## src/rtl/cache_arbiter.sv

```systemverilog
// cache_arbiter: serialises I-cache fills, D-cache fills and D-cache write-backs onto one L2 port.
// Define CACHE_ARB_RR_EN for round-robin on contention; default build is fixed D-over-I priority.
module cache_arbiter #(
   parameter int ADDR_W = 16,
   parameter int LINE_W = 128
) (
   input  logic              clk,
   input  logic              rst_n,
   input  logic              i_read,
   input  logic [ADDR_W-1:0] i_address,
   output logic [LINE_W-1:0] i_rdata,
   output logic              i_resp,
   input  logic              d_read,
   input  logic              d_write,
   input  logic [ADDR_W-1:0] d_address,
   input  logic [LINE_W-1:0] d_wdata,
   output logic [LINE_W-1:0] d_rdata,
   output logic              d_resp,
   output logic              l2_read,
   output logic              l2_write,
   output logic [ADDR_W-1:0] l2_address,
   output logic [LINE_W-1:0] l2_wdata,
   input  logic [LINE_W-1:0] l2_rdata,
   input  logic              l2_resp
);

   typedef enum logic [1:0] {
      IDLE    = 2'd0,
      SERVE_I = 2'd1,
      SERVE_D = 2'd2
   } state_t;

   state_t            state;
   state_t            state_nx;
   logic              i_req;
   logic              d_req;
   logic              prio_d;
   logic              grant_d;
   logic              grant_i;
   logic              nx_read;
   logic              nx_write;
   logic [ADDR_W-1:0] nx_address;
   logic [LINE_W-1:0] nx_wdata;

   assign i_req   = i_read;
   assign d_req   = d_read | d_write;
   assign i_rdata = l2_rdata;
   assign d_rdata = l2_rdata;

`ifdef CACHE_ARB_RR_EN
   localparam logic LG_I = 1'b0;
   localparam logic LG_D = 1'b1;

   logic last_grant;

   // Remember who finished last so contention favours the other side.
   always_ff @(posedge clk) begin
      if (!rst_n) begin
         last_grant <= LG_I;
      end else if (i_resp) begin
         last_grant <= LG_I;
      end else if (d_resp) begin
         last_grant <= LG_D;
      end
   end

   assign prio_d = (last_grant == LG_I);
`else
   assign prio_d = 1'b1;
`endif

   // Next-state, next L2 request registers and per-L1 resp strobes.
   always_comb begin
      state_nx   = state;
      nx_read    = l2_read;
      nx_write   = l2_write;
      nx_address = l2_address;
      nx_wdata   = l2_wdata;
      grant_d    = 1'b0;
      grant_i    = 1'b0;
      i_resp     = 1'b0;
      d_resp     = 1'b0;
      unique case (state)
         IDLE: begin
            grant_d = d_req & (~i_req | prio_d);
            grant_i = i_req & ~grant_d;
            if (grant_d) begin
               state_nx   = SERVE_D;
               nx_read    = ~d_write;
               nx_write   = d_write;
               nx_address = d_address;
               nx_wdata   = d_write ? d_wdata : '0;
            end else if (grant_i) begin
               state_nx   = SERVE_I;
               nx_read    = 1'b1;
               nx_write   = 1'b0;
               nx_address = i_address;
               nx_wdata   = '0;
            end
         end
         SERVE_I: begin
            if (l2_resp) begin
               i_resp   = 1'b1;
               state_nx = IDLE;
               nx_read  = 1'b0;
               nx_write = 1'b0;
            end
         end
         SERVE_D: begin
            if (l2_resp) begin
               d_resp   = 1'b1;
               state_nx = IDLE;
               nx_read  = 1'b0;
               nx_write = 1'b0;
            end
         end
         default: begin
            state_nx = IDLE;
            nx_read  = 1'b0;
            nx_write = 1'b0;
         end
      endcase
   end

   // State and registered L2 request; reset abandons any transaction.
   always_ff @(posedge clk) begin
      if (!rst_n) begin
         state      <= IDLE;
         l2_read    <= 1'b0;
         l2_write   <= 1'b0;
         l2_address <= '0;
         l2_wdata   <= '0;
      end else begin
         state      <= state_nx;
         l2_read    <= nx_read;
         l2_write   <= nx_write;
         l2_address <= nx_address;
         l2_wdata   <= nx_wdata;
      end
   end

   a_d_rw_excl : assert property (
      @(posedge clk) disable iff (!rst_n) !(d_read && d_write));
   a_resp_excl : assert property (
      @(posedge clk) disable iff (!rst_n) !(i_resp && d_resp));
   a_l2_excl : assert property (
      @(posedge clk) disable iff (!rst_n) !(l2_read && l2_write));

endmodule

```

## config.mk

```make
export PLATFORM = sky130hd
export DESIGN_NAME = cache_arbiter
export DESIGN_NICKNAME = d
export VERILOG_FILES = /design/src/rtl/cache_arbiter.sv
export SDC_FILE = /design/constraint.sdc
export NUM_CORES = 1
export LEC_CHECK = 0
export BUFFER_PORTS_ARGS = -buffer_cell sky130_fd_sc_hd__clkbuf_2
export CORE_AREA = 2 2 272 274
export DETAILED_ROUTE_END_ITERATION = 8
export DIE_AREA = 0 0 274 276
export PLACE_DENSITY = 0.34
export RECOVER_POWER = 50
export SETUP_SLACK_MARGIN = 0.2
export SLEW_MARGIN = 30
export SYNTH_ARGS = -nofsm -noshare
export SYNTH_HDL_FRONTEND = slang
export SYNTH_SLANG_ARGS = --single-unit
```

## constraint.sdc

```tcl
create_clock -name clk -period 3.6 [get_ports clk]
set_input_delay 0 -clock clk [delete_from_list [all_inputs] [get_ports clk]]
set_output_delay 0 -clock clk [all_outputs]
set_load 0.02 [all_outputs]
```

==> impl_results.md, run 1 <==
- Worst hold stages: 0
- I/O Buffers: 313
- Top Ports: 698
- Placeable Area: 0.0726 sq mm
- Endpoint of the worst hold path: d_rdata[27]
- Htree depth: 4
- Total Power: 4.60 mW
- DPL Wire Length: 15,100 microns
- Final WS setup: 1.19 ns
- Pin count of the biggest net entering global routing: 61
- Final period util: 0.670
- Final Critical Period: 2.41 ns
- First-pass GRT wire length: 31,400 microns
- Via-to-Cell Ratio: 2.78
- Pleak: 4.13 nW
- CTS Sinks: 148
- Placement row count: 99
- Number of synthesized register bits: 148
- Wire per inst: 12.1 microns
- Pre-CTS WS: 1.08 ns
- Startpoint types: flip-flop
- FMAX: 415 MHz
- Initial antenna violation count: 1
- Crit-path max FO: 33
- Post-CTS Hold Buffers: 167
- Grt ovf: 0
- HP Class: input port to output port
- Die area: 0.0756 sq mm
- Area grow syn2layout: 40.4%
- Clock root buffer: clkbuf_16
- Starting Density: 0.0949
- Layout cells sized above 1: 0.383
- Cts bufs inserted: 17
- Die W: 274 microns
- Clk_lat worst skew: 0.47 ns
- Clock Tree Buf Depth: 2
- Fin Hold WS: 0.00000970 ns
- R2R Setup Slk: 1.19 ns
- Fin. max-slew vios: 0
- Synthesis Warnings: 0
- RSZ-0062 raised after global routing: no
- CTS resizes: 0
- Yosys cell types: 24
- Setup Fix Bufs, Post-CTS: 0
- Hold path start: l2_rdata[27]
- Nets: 1,155
- Antenna diodes: 0
- Routed WL: 22,100 microns
- DRC Markers: 0
- CTS tree: built
- GP Congestion: 0.660
- WS Path Type: flip-flop to flip-flop
- Via count: 5,093
- Fin Clk Skew: 0.0187 ns
- Critical Path AT: 2.82 ns
- Final Hold Fails: 0
- Worst-Margin Slew: 0.863 ns
- Worst path required time: 4.01 ns
- Layout filler cell count: 8,223
- Crit. End Element: flip-flop
- Syn nets: 941
- Antenna viol nets, final: 0
- Status: complete, no violations
- Setup TNS: 0 ns
- # setup viols final: 0
- Relative slew slack: 0.424
- Clock slew at reported path FFs: 0.07 ns
- Max cap viols: 0
- Post-Syn Area: 0.00689 sq mm
- GRT Util Overall: 0.0569
- R2R depth: 6
- Die height: 276 microns
- Synthesized instance count: 644
- Worst vdd rail ir drop: 0.262 mV
- Violation count after the first detailed-route iteration: 142
- Sequential area share after synthesis: 0.430
- Vias in the first global route: 5,381
- Power Density: 476 mW/mm^2
- Reg2reg end: l2_wdata[108]
- Drt pass-1 iters: 5
- Reg2reg start: state[0]
- Synth Area per Inst: 10.7 sq um
cells by family (layout without fill, tap and decap cells):
group / after synthesis / count (layout) / synth area share
buf+inv: 294 / 520 / 0.331
mux: 16 / 16 / 0.0233
fa+ha+maj: 3 / 3 / 0.00545
flops: 148 / 148 / 0.430
simple gates: 13 / 13 / 0.0142
compound gates: 170 / 170 / 0.196
state kept, by name, summed over array words and instances (netlist names):
| name | flops |
|---|---|
| l2_write | 1 |
| l2_read | 1 |
| l2_wdata | 128 |
| state | 2 |
| l2_address | 16 |
power breakdown:
| group | switching, mW | leakage [nW] | internal (mW) | total (mW) |
|---|---|---|---|---|
| sequential | 0.0771 | 1.21 | 1.78 | 1.86 |
| combinational | 0.502 | 2.64 | 0.416 | 0.918 |
| clock | 0.809 | 0.272 | 1.01 | 1.82 |
layout make-up:
cell class	instances	area [sq um]	share of cell area
Timing Repair Buffer	486	3280	0.340
Sequential cell	148	2960	0.306
Multi-Input combinational cell	202	1650	0.171
Tap cell	959	1200	0.124
Clock buffer	18	429	0.0444
Clock inverter	13	134	0.0138
Inverter	3	11.3	0.00116
how the worst max path moves through the flow:
stage | from | end
floorplan | state[0] | l2_wdata[100]
global placement | state[0] | l2_wdata[111]
detailed placement | state[0] | l2_wdata[111]
CTS | state[0] | l2_wdata[104]
global route | state[0] | l2_wdata[111]
finish | state[0] | l2_wdata[108]
layer usage:
layer	GRT usage	up-vias	part of all wire
met3	0.0374	72	0.13
met2	0.0846	372	0.43
met5	0.00449	-	0.0023
met1	0.0586	2224	0.40
li1	-	2421	-
met4	0.0351	4	0.041
critical path, cell delays in order (launching register included):
cell and delay, ns:
dfxtp_1 0.36, inv_1 0.08, ha_1 0.28, o31a_4 0.26, nor2b_4 0.72, buf_4 0.44, a22o_1 0.19
cell usage after synthesis, drive strengths merged:
cell type  instances  share of area
buf              274           0.32
dfxtp            148           0.43
a22o             128           0.16
a21oi             20          0.015
o21ai             19          0.014
clkbuf            17         0.0093
mux2i             16          0.023
ha                 3         0.0055
inv                3         0.0016
nor2b              3         0.0038
and2               2         0.0018
nand2b             2         0.0018
nor3b              2         0.0022
a21boi             1         0.0011
and3               1        0.00091
nand3              1        0.00073
nor2               1         0.0016
nor4b              1         0.0013
o21a               1         0.0011
o31a               1         0.0025
placed cells by master, fill, tap and decap left out:
cell / synthesis / routed
clkbuf_1: 17 / 21
o21a_1: 1 / 1
nand3_1: 1 / 1
mux2i_1: 16 / 16
dfxtp_1: 148 / 148
nor4b_1: 1 / 1
o31a_4: 1 / 1
inv_1: 3 / 3
nand2b_1: 2 / 2
nor2b_1: 2 / 2
buf_4: 257 / 4
and3_4: 0 / 1
bufinv_16: 0 / 2
dlygate4sd3_1: 0 / 167
a22o_1: 128 / 128
clkinv_2: 0 / 5
nor3b_1: 2 / 2
a21boi_0: 1 / 1
ha_1: 3 / 3
buf_12: 11 / 2
clkinv_4: 0 / 1
nor2_4: 1 / 1
and2_1: 2 / 2
clkbuf_2: 0 / 293
o21ai_0: 19 / 19
clkbuf_16: 0 / 17
clkinvlp_4: 0 / 3
inv_6: 0 / 2
nor2b_4: 1 / 1
a21oi_1: 20 / 20
metrics by stage:
step | area [sq um] | instances | utilization
detailed placement | 7460 | 1631 | 0.103
global placement | 7460 | 1631 | 0.103
global route | 9670 | 1829 | 0.133
CTS | 9690 | 1829 | 0.134
finish | 9670 | 1829 | 0.133
floorplan | 6890 | 644 | -
(Power assumes the default switching activity.)
==> run 2: changes to the inputs <==
- ABC_AREA: unset -> 1
- CORE_AREA: 2 2 272 274 -> 2 2 269 271
- DIE_AREA: 0 0 274 276 -> 0 0 271 273
- PLACE_DENSITY: 0.34 -> 0.36
- clock period: 3.6 -> 1.95 ns (I/O delays scaled with it)
==> impl_results.md, run 2 <==
- FMAX: 613 MHz (+48%)
- Switching Share: 0.335 (+0.0330)
- Sequential share of power: 0.370 (-0.034)
- Wire per inst: 15.1 microns (+25%)
- Ranking of synthesized cells by area: dfxtp_1, buf_4, nand2_1, a21oi_1, buf_2
- Clock Tree Buf Depth: 2 (unchanged)
- Pleak: 4.39 nW (+6.4%)
- Number of synthesized register bits: 148 (unchanged)
- Synth top cells by count: nand2_1, buf_4, a21oi_1, dfxtp_1, clkbuf_1
- Largest regs: l2_wdata x128, l2_address x16, state x2
- Placement row count: 98 (-1.0%)
- DRC Markers: 0 (unchanged)
- Top Ports: 698 (unchanged)
- Max cap viols: 0 (unchanged)
- Grt ovf: 0 (unchanged)
- RSZ-0062 raised after global routing: yes
- First-pass GRT wire length: 45,000 microns (+43%)
- GP Congestion: 0.731 (+11%)
- Power Density: 912 mW/mm^2 (+92%)
- Largest register FFs: 128 (unchanged)
- Synth top area share: 0.404 (-0.0260)
- CTS tree: built
- Synthesis Warnings: 0 (unchanged)
- Routed WL: 32,200 microns (+46%)
- Synthesized instance count: 971 (+51%)
- Number of synthesized flops with an enable pin: 0 (unchanged)
- Comb pwr share: 0.251 (+0.052)
- Leading cell type in the layout, fill and taps excluded: nand2_1
- Drt pass-1 iters: 5 (unchanged)
- Die height: 273 microns (-1.1%)
- Post-Syn Area: 0.00733 sq mm (+6.4%)
- Die area: 0.0740 sq mm (-2.2%)
- Worst-Margin Slew: 0.672 ns (-0.191 ns)
- Syn nets: 1,268 (+35%)
- Top-count cell post-synth: nand2_1
- Clk_lat worst skew: 0.47 ns (about the same)
- # setup viols final: 0 (unchanged)
- Crit-path max FO: 55 (+67%)
- Starting Density: 0.103 (+0.00837)
- Most flop-heavy register: l2_wdata
- Area grow syn2layout: 41.2%
- Final period util: 0.836 (+0.166)
- P_sw: 3.16 mW (+130%)
- Crit. End Element: flip-flop
- HP Class: input port to output port
- Async S/R FF share, synth: 0 (unchanged)
- Violation count after the first detailed-route iteration: 180 (+27%)
- Final Hold Fails: 0 (unchanged)
- Clock root buffer: clkbuf_16
- Fin Hold WS: 0.00000895 ns (-0.000000751 ns)
- Sequential area share after synthesis: 0.404 (-0.0260)
- Internal power: 6.28 mW (+96%)
- Status: complete, no violations
- Via count: 6,712 (+32%)
- Placed cells: 1,939 (+19%)
- Initial antenna violation count: 6 (+5)
- Synth Area per Inst: 7.55 sq um (-29%)
- Fin Clk Skew: 0.0124 ns (-0.00630 ns)
- Pin count of the biggest net entering global routing: 58 (-4.9%)
- Layout cells sized above 1: 0.288 (-0.0950)
- Setup Fix Bufs, Post-CTS: 0 (unchanged)
- Cts bufs inserted: 17 (unchanged)
- Critical Path AT: 2.03 ns (-0.79 ns)
- Die W: 271 microns (-1.1%)
- Final Critical Period: 1.63 ns (-0.781 ns)
- Final cell count without fillers: 2,137 (+17%)
- Startpoint types: flip-flop
- CTS Sinks: 148 (unchanged)
- Clock network power share: 0.379 (-0.017)
- Yosys cell types: 17 (-29%)
- Relative slew slack: 0.551 (+0.127)
- Layout filler cell count: 8,137 (-1.0%)
- Most frequent cells in the layout: nand2_1, clkbuf_2, dlygate4sd3_1, a21oi_1, dfxtp_1
- Placeable Area: 0.0710 sq mm (-2.2%)
- Setup TNS: 0 ns (unchanged)
- Htree depth: 4 (unchanged)
- I/O Buffers: 313 (unchanged)
- WS Path Type: flip-flop to flip-flop
- Nets: 1,469 (+27%)
- Clock slew at reported path FFs: 0.07 ns (about the same)
- DPL Wire Length: 25,300 microns (+67%)
- Antenna viol nets, final: 0 (unchanged)
- Via-to-Cell Ratio: 3.14 (+13%)
- Top_reg_cell synth: dfxtp_1
- Final Util: 0.146 (+0.0126)
- Vias in the first global route: 6,691 (+24%)
- Top cell type by total area after synthesis: dfxtp_1
- Worst vdd rail ir drop: 0.596 mV (+130%)
- Fin. max-slew vios: 0 (unchanged)
- GRT Util Overall: 0.0854 (+0.0285)
- Worst path required time: 2.35 ns (-1.66 ns)
==> run 2: changes by cell type after synthesis, moves of 3 or more <==
cell	change
a21oi_1	+128
a22o_1	-128
buf_12	-11
buf_2	+15
buf_4	+6
buf_6	-3
clkbuf_1	+4
inv_1	+7
mux2i_1	-16
nand2_1	+315
nor2_1	+17
==> run 2: worst max-delay path, stage by stage (launching register included) <==
cell	delay, ns
dfxtp_1	0.35
inv_1	0.08
ha_1	0.21
buf_4	0.21
nand2_4	0.13
buf_12	0.22
nand2_1	0.10
a21oi_1	0.15
==> run 2: timing repair <==
item / 4_1_cts / 5_1_grt
hold buffers: 164 / 0
endpoints found under the setup margin: 0 / 7
gates resized for setup: 0 / 1
hold endpoints to repair: 148 / 0
==> run 2: final cells by class <==
type                            instances  area (sq um)  area share
Antenna cell                            2          5.00    0.000484
Timing Repair Buffer                  488          3370       0.326
Sequential cell                       148          2960       0.286
Tap cell                              950          1190       0.115
Multi-Input combinational cell        506          2160       0.209
Inverter                               11          46.3     0.00447
Clock buffer                           17           425      0.0411
Clock inverter                         15           193      0.0186
==> run 2: power by group through the flow <==
stage	Sequential, mW	Combinational, mW	Clock (mW)
after global placement	3.56	2.15	0
after global routing	3.53	2.61	3.87
final	3.49	2.37	3.58
after floorplan	3.91	1.65	0
after detailed placement	3.56	2.15	0
after CTS	3.50	2.44	3.79
==> run 2: worst paths after layout <==
kind,start,endpoint,slack [ns],cells past startpoint
setup / recovery,state[0],l2_wdata[54],0.32,7
hold / removal,l2_rdata[11],i_rdata[11],0.000009,0
setup reg to reg,state[0],l2_wdata[54],0.32,7
hold reg to reg,l2_wdata[100],l2_wdata[100],0.46,2
==> run 2: logic make-up (layout without fill, tap and decap cells) <==
logic type               after synthesis  after routing  synth area share
buffers and inverters                317            531             0.301
AO/OA/AOI/OAI                        165            165             0.113
flip-flops                           148            148             0.404
AND/OR/NAND/NOR                      338            338             0.177
adder cells (fa/ha/maj)                3              3           0.00512
other                                  0              2                 0
==> run 2: layer usage <==
| layer | track usage | up-vias | wire, microns |
|---|---|---|---|
| met2 | 0.142 | 395 | 15700 |
| met4 | 0.0493 | 4 | 1490 |
| met5 | 0.00193 | - | 27 |
| li1 | - | 3200 | - |
| met1 | 0.0852 | 2991 | 11600 |
| met3 | 0.0450 | 122 | 3480 |
==> run 2: through the flow <==
stage	cell area, sq um	power [mW]	worst slack [ns]
after floorplan	7330	5.55	0.566
after global placement	8110	5.71	0.353
after detailed placement	8110	5.71	0.292
after CTS	10400	9.73	0.267
after global routing	10300	10.0	0.194
final	10300	9.44	0.319
==> run 3: changes to the inputs <==
- clock period: 1.95 -> 1.5 ns (I/O delays scaled with it)
==> impl_results.md, run 3 (same netlist as run 2, synthesis figures left out) <==
- Status: complete, no violations
- Drt pass-1 iters: 6 (+1)
- RSZ-0062 raised after global routing: yes
- Clock slew at reported path FFs: 0.07 ns (about the same)
- Largest register FFs: 128 (unchanged)
- Slowest cell on the critical path: dfxtp_2
- Highest Signal Layer: met4
- Clk_lat worst skew: 0.48 ns (about the same)
- I/O Buffers: 313 (unchanged)
- Fin Hold WS: 0.00000907 ns (+0.000000124 ns)
- CTS tree: built
- Power Density: 1170 mW/mm^2 (+28%)
- GP Congestion: 0.751 (+2.8%)
- Relative slew slack: 0.649 (+0.0983)
- WS Path Type: flip-flop to flip-flop
- Largest regs: l2_wdata x128, l2_address x16, state x2
- Die height: 273 microns (unchanged)
- R2R Setup Slk: 0.01 ns (-0.31 ns)
- Post-Route M1 WL: 14,400 microns (+24%)
- Worst path required time: 1.85 ns (-0.50 ns)
- Die W: 271 microns (unchanged)
- Starting Density: 0.103 (unchanged)
- Placeable Area: 0.0710 sq mm (unchanged)
- Fin. max-slew vios: 0 (unchanged)
- Top Ports: 698 (unchanged)
- Most flop-heavy register: l2_wdata
- Final Critical Period: 1.49 ns (-0.144 ns)
- Most used cell, CP: buf_12
- R2R depth: 9 (+2)
- Antenna viol nets, final: 0 (unchanged)
- Leading cell type in the layout, fill and taps excluded: clkbuf_2
- Cts bufs inserted: 17 (unchanged)
- Wire per inst: 17.5 microns (+16%)
- Grt ovf: 0 (unchanged)
- Via-to-Cell Ratio: 3.23 (+2.7%)
- FMAX: 673 MHz (+9.7%)
- Final Hold Fails: 0 (unchanged)
- HP Class: input port to output port
- Vias in the first global route: 7,237 (+8.2%)
- Htree depth: 4 (unchanged)
- Met3 wire len: 3870 microns (+11%)
- Die area: 0.0740 sq mm (unchanged)
- Critical Path Max Stage Delay: 0.33 ns (-0.02 ns)
- Placement row count: 98 (unchanged)
- Met2 WL: 18,600 microns (+18%)
- Violation count after the first detailed-route iteration: 210 (+17%)
- Via count: 7,092 (+5.7%)
- Worst vdd rail ir drop: 0.859 mV (+44%)
- Layout cells sized above 1: 0.462 (+0.174)
- Fin Clk Skew: 0.0152 ns (+0.00279 ns)
- Worst-Margin Slew: 0.526 ns (-0.146 ns)
- First-pass GRT wire length: 49,900 microns (+11%)
- Most frequent cells in the layout: clkbuf_2, nand2_1, dlygate4sd3_1, dfxtp_1, a21oi_1
- Startpoint types: flip-flop
- Clock Tree Buf Depth: 2 (unchanged)
- Crit-path max FO: 7 (-87%)
- DRC Markers: 0 (unchanged)
- Pleak: 5.26 nW (+20%)
- Pre-CTS WS: -0.0555 ns (-0.347 ns)
- CTS Sinks: 148 (unchanged)
- Clock root buffer: clkbuf_16
- GRT Util Overall: 0.0953 (+0.00985)
- Final WS setup: 0.0133 ns (-0.306 ns)
- Area grow syn2layout: 65.0%
- CP Cell Sequence: inv_2, ha_4, buf_12, nand2_8, buf_12, buf_12, clkbuf_16, nand2_1, a21oi_2
- Critical Path AT: 1.84 ns (-0.19 ns)
- DPL Wire Length: 25,700 microns (+1.7%)
- Worst hold stages: 0 (unchanged)
- # setup viols final: 0 (unchanged)
- Pin count of the biggest net entering global routing: 58 (unchanged)
- Crit. End Element: flip-flop
- Initial antenna violation count: 4 (-2)
- Nets: 1,532 (+4.3%)
- Final period util: 0.991 (+0.155)
- Routed WL: 38,500 microns (+19%)
- Max cap viols: 0 (unchanged)
-- run 3: metal layers --
| layer | up-vias | GRT usage |
|---|---|---|
| li1 | 3334 | - |
| met5 | - | 0.00385 |
| met4 | 0 | 0.0536 |
| met3 | 136 | 0.0505 |
| met2 | 406 | 0.153 |
| met1 | 3216 | 0.0996 |
-- run 3: cell type report --
| type | instances | area, sq um |
|---|---|---|
| repair buffers | 551 | 4510 |
| diodes | 1 | 2.50 |
| fillers | 8020 | 58900 |
| flip-flops and latches | 148 | 2970 |
| inverters | 11 | 58.8 |
| clock buffers | 19 | 453 |
| multi-input cells | 506 | 2790 |
| well taps | 950 | 1190 |
| clock inverters | 13 | 126 |
-- run 3: worst paths after layout --
path	start	to
min reg2reg	l2_wdata[53]	l2_wdata[53]
max	state[0]	l2_wdata[112]
max reg2reg	state[0]	l2_wdata[112]
min	l2_rdata[10]	i_rdata[10]
-- run 3: metrics by stage --
stage | util | power (mW) | instance area (sq um) | setup TNS [ns] | instances
finish | 0.170 | 14.1 | 12100 | 0 | 2199
global route | 0.170 | 15.0 | 12100 | -1.21 | 2199
CTS | 0.159 | 13.6 | 11300 | 0 | 2182
detailed placement | 0.117 | 7.69 | 8330 | -1.12 | 1962
global placement | 0.117 | 7.69 | 8330 | -0.115 | 1962
floorplan | - | 7.23 | 7330 | 0 | 971
-- run 3: what timing repair did --
| action | in CTS | in global routing |
|---|---|---|
| hold endpoints to repair | 148 | 0 |
| cloned | 9 | 9 |
| pin swaps | 48 | 50 |
| setup buffers | 16 | 7 |
| hold buffers | 163 | 0 |
| gates resized for setup | 87 | 163 |
| endpoints found under the setup margin | 140 | 150 |
-- run 3: power by group --
group	internal, mW	total (mW)	switching (mW)	leakage (nW)
Clock	2.38	4.38	1.99	0.272
Sequential	4.33	4.57	0.236	1.21
Combinational	2.46	5.18	2.72	3.77
Total	9.17	14.1	4.95	5.26
-- run 3: worst max-delay path: cells and delay by family (launching register included) --
kind | cells | cell delay [ns]
adder cells (fa/ha/maj) | 1 | 0.18
AND/OR/NAND/NOR | 2 | 0.16
buffers and inverters | 5 | 0.63
AO/OA/AOI/OAI | 1 | 0.05
flip-flops | 1 | 0.33
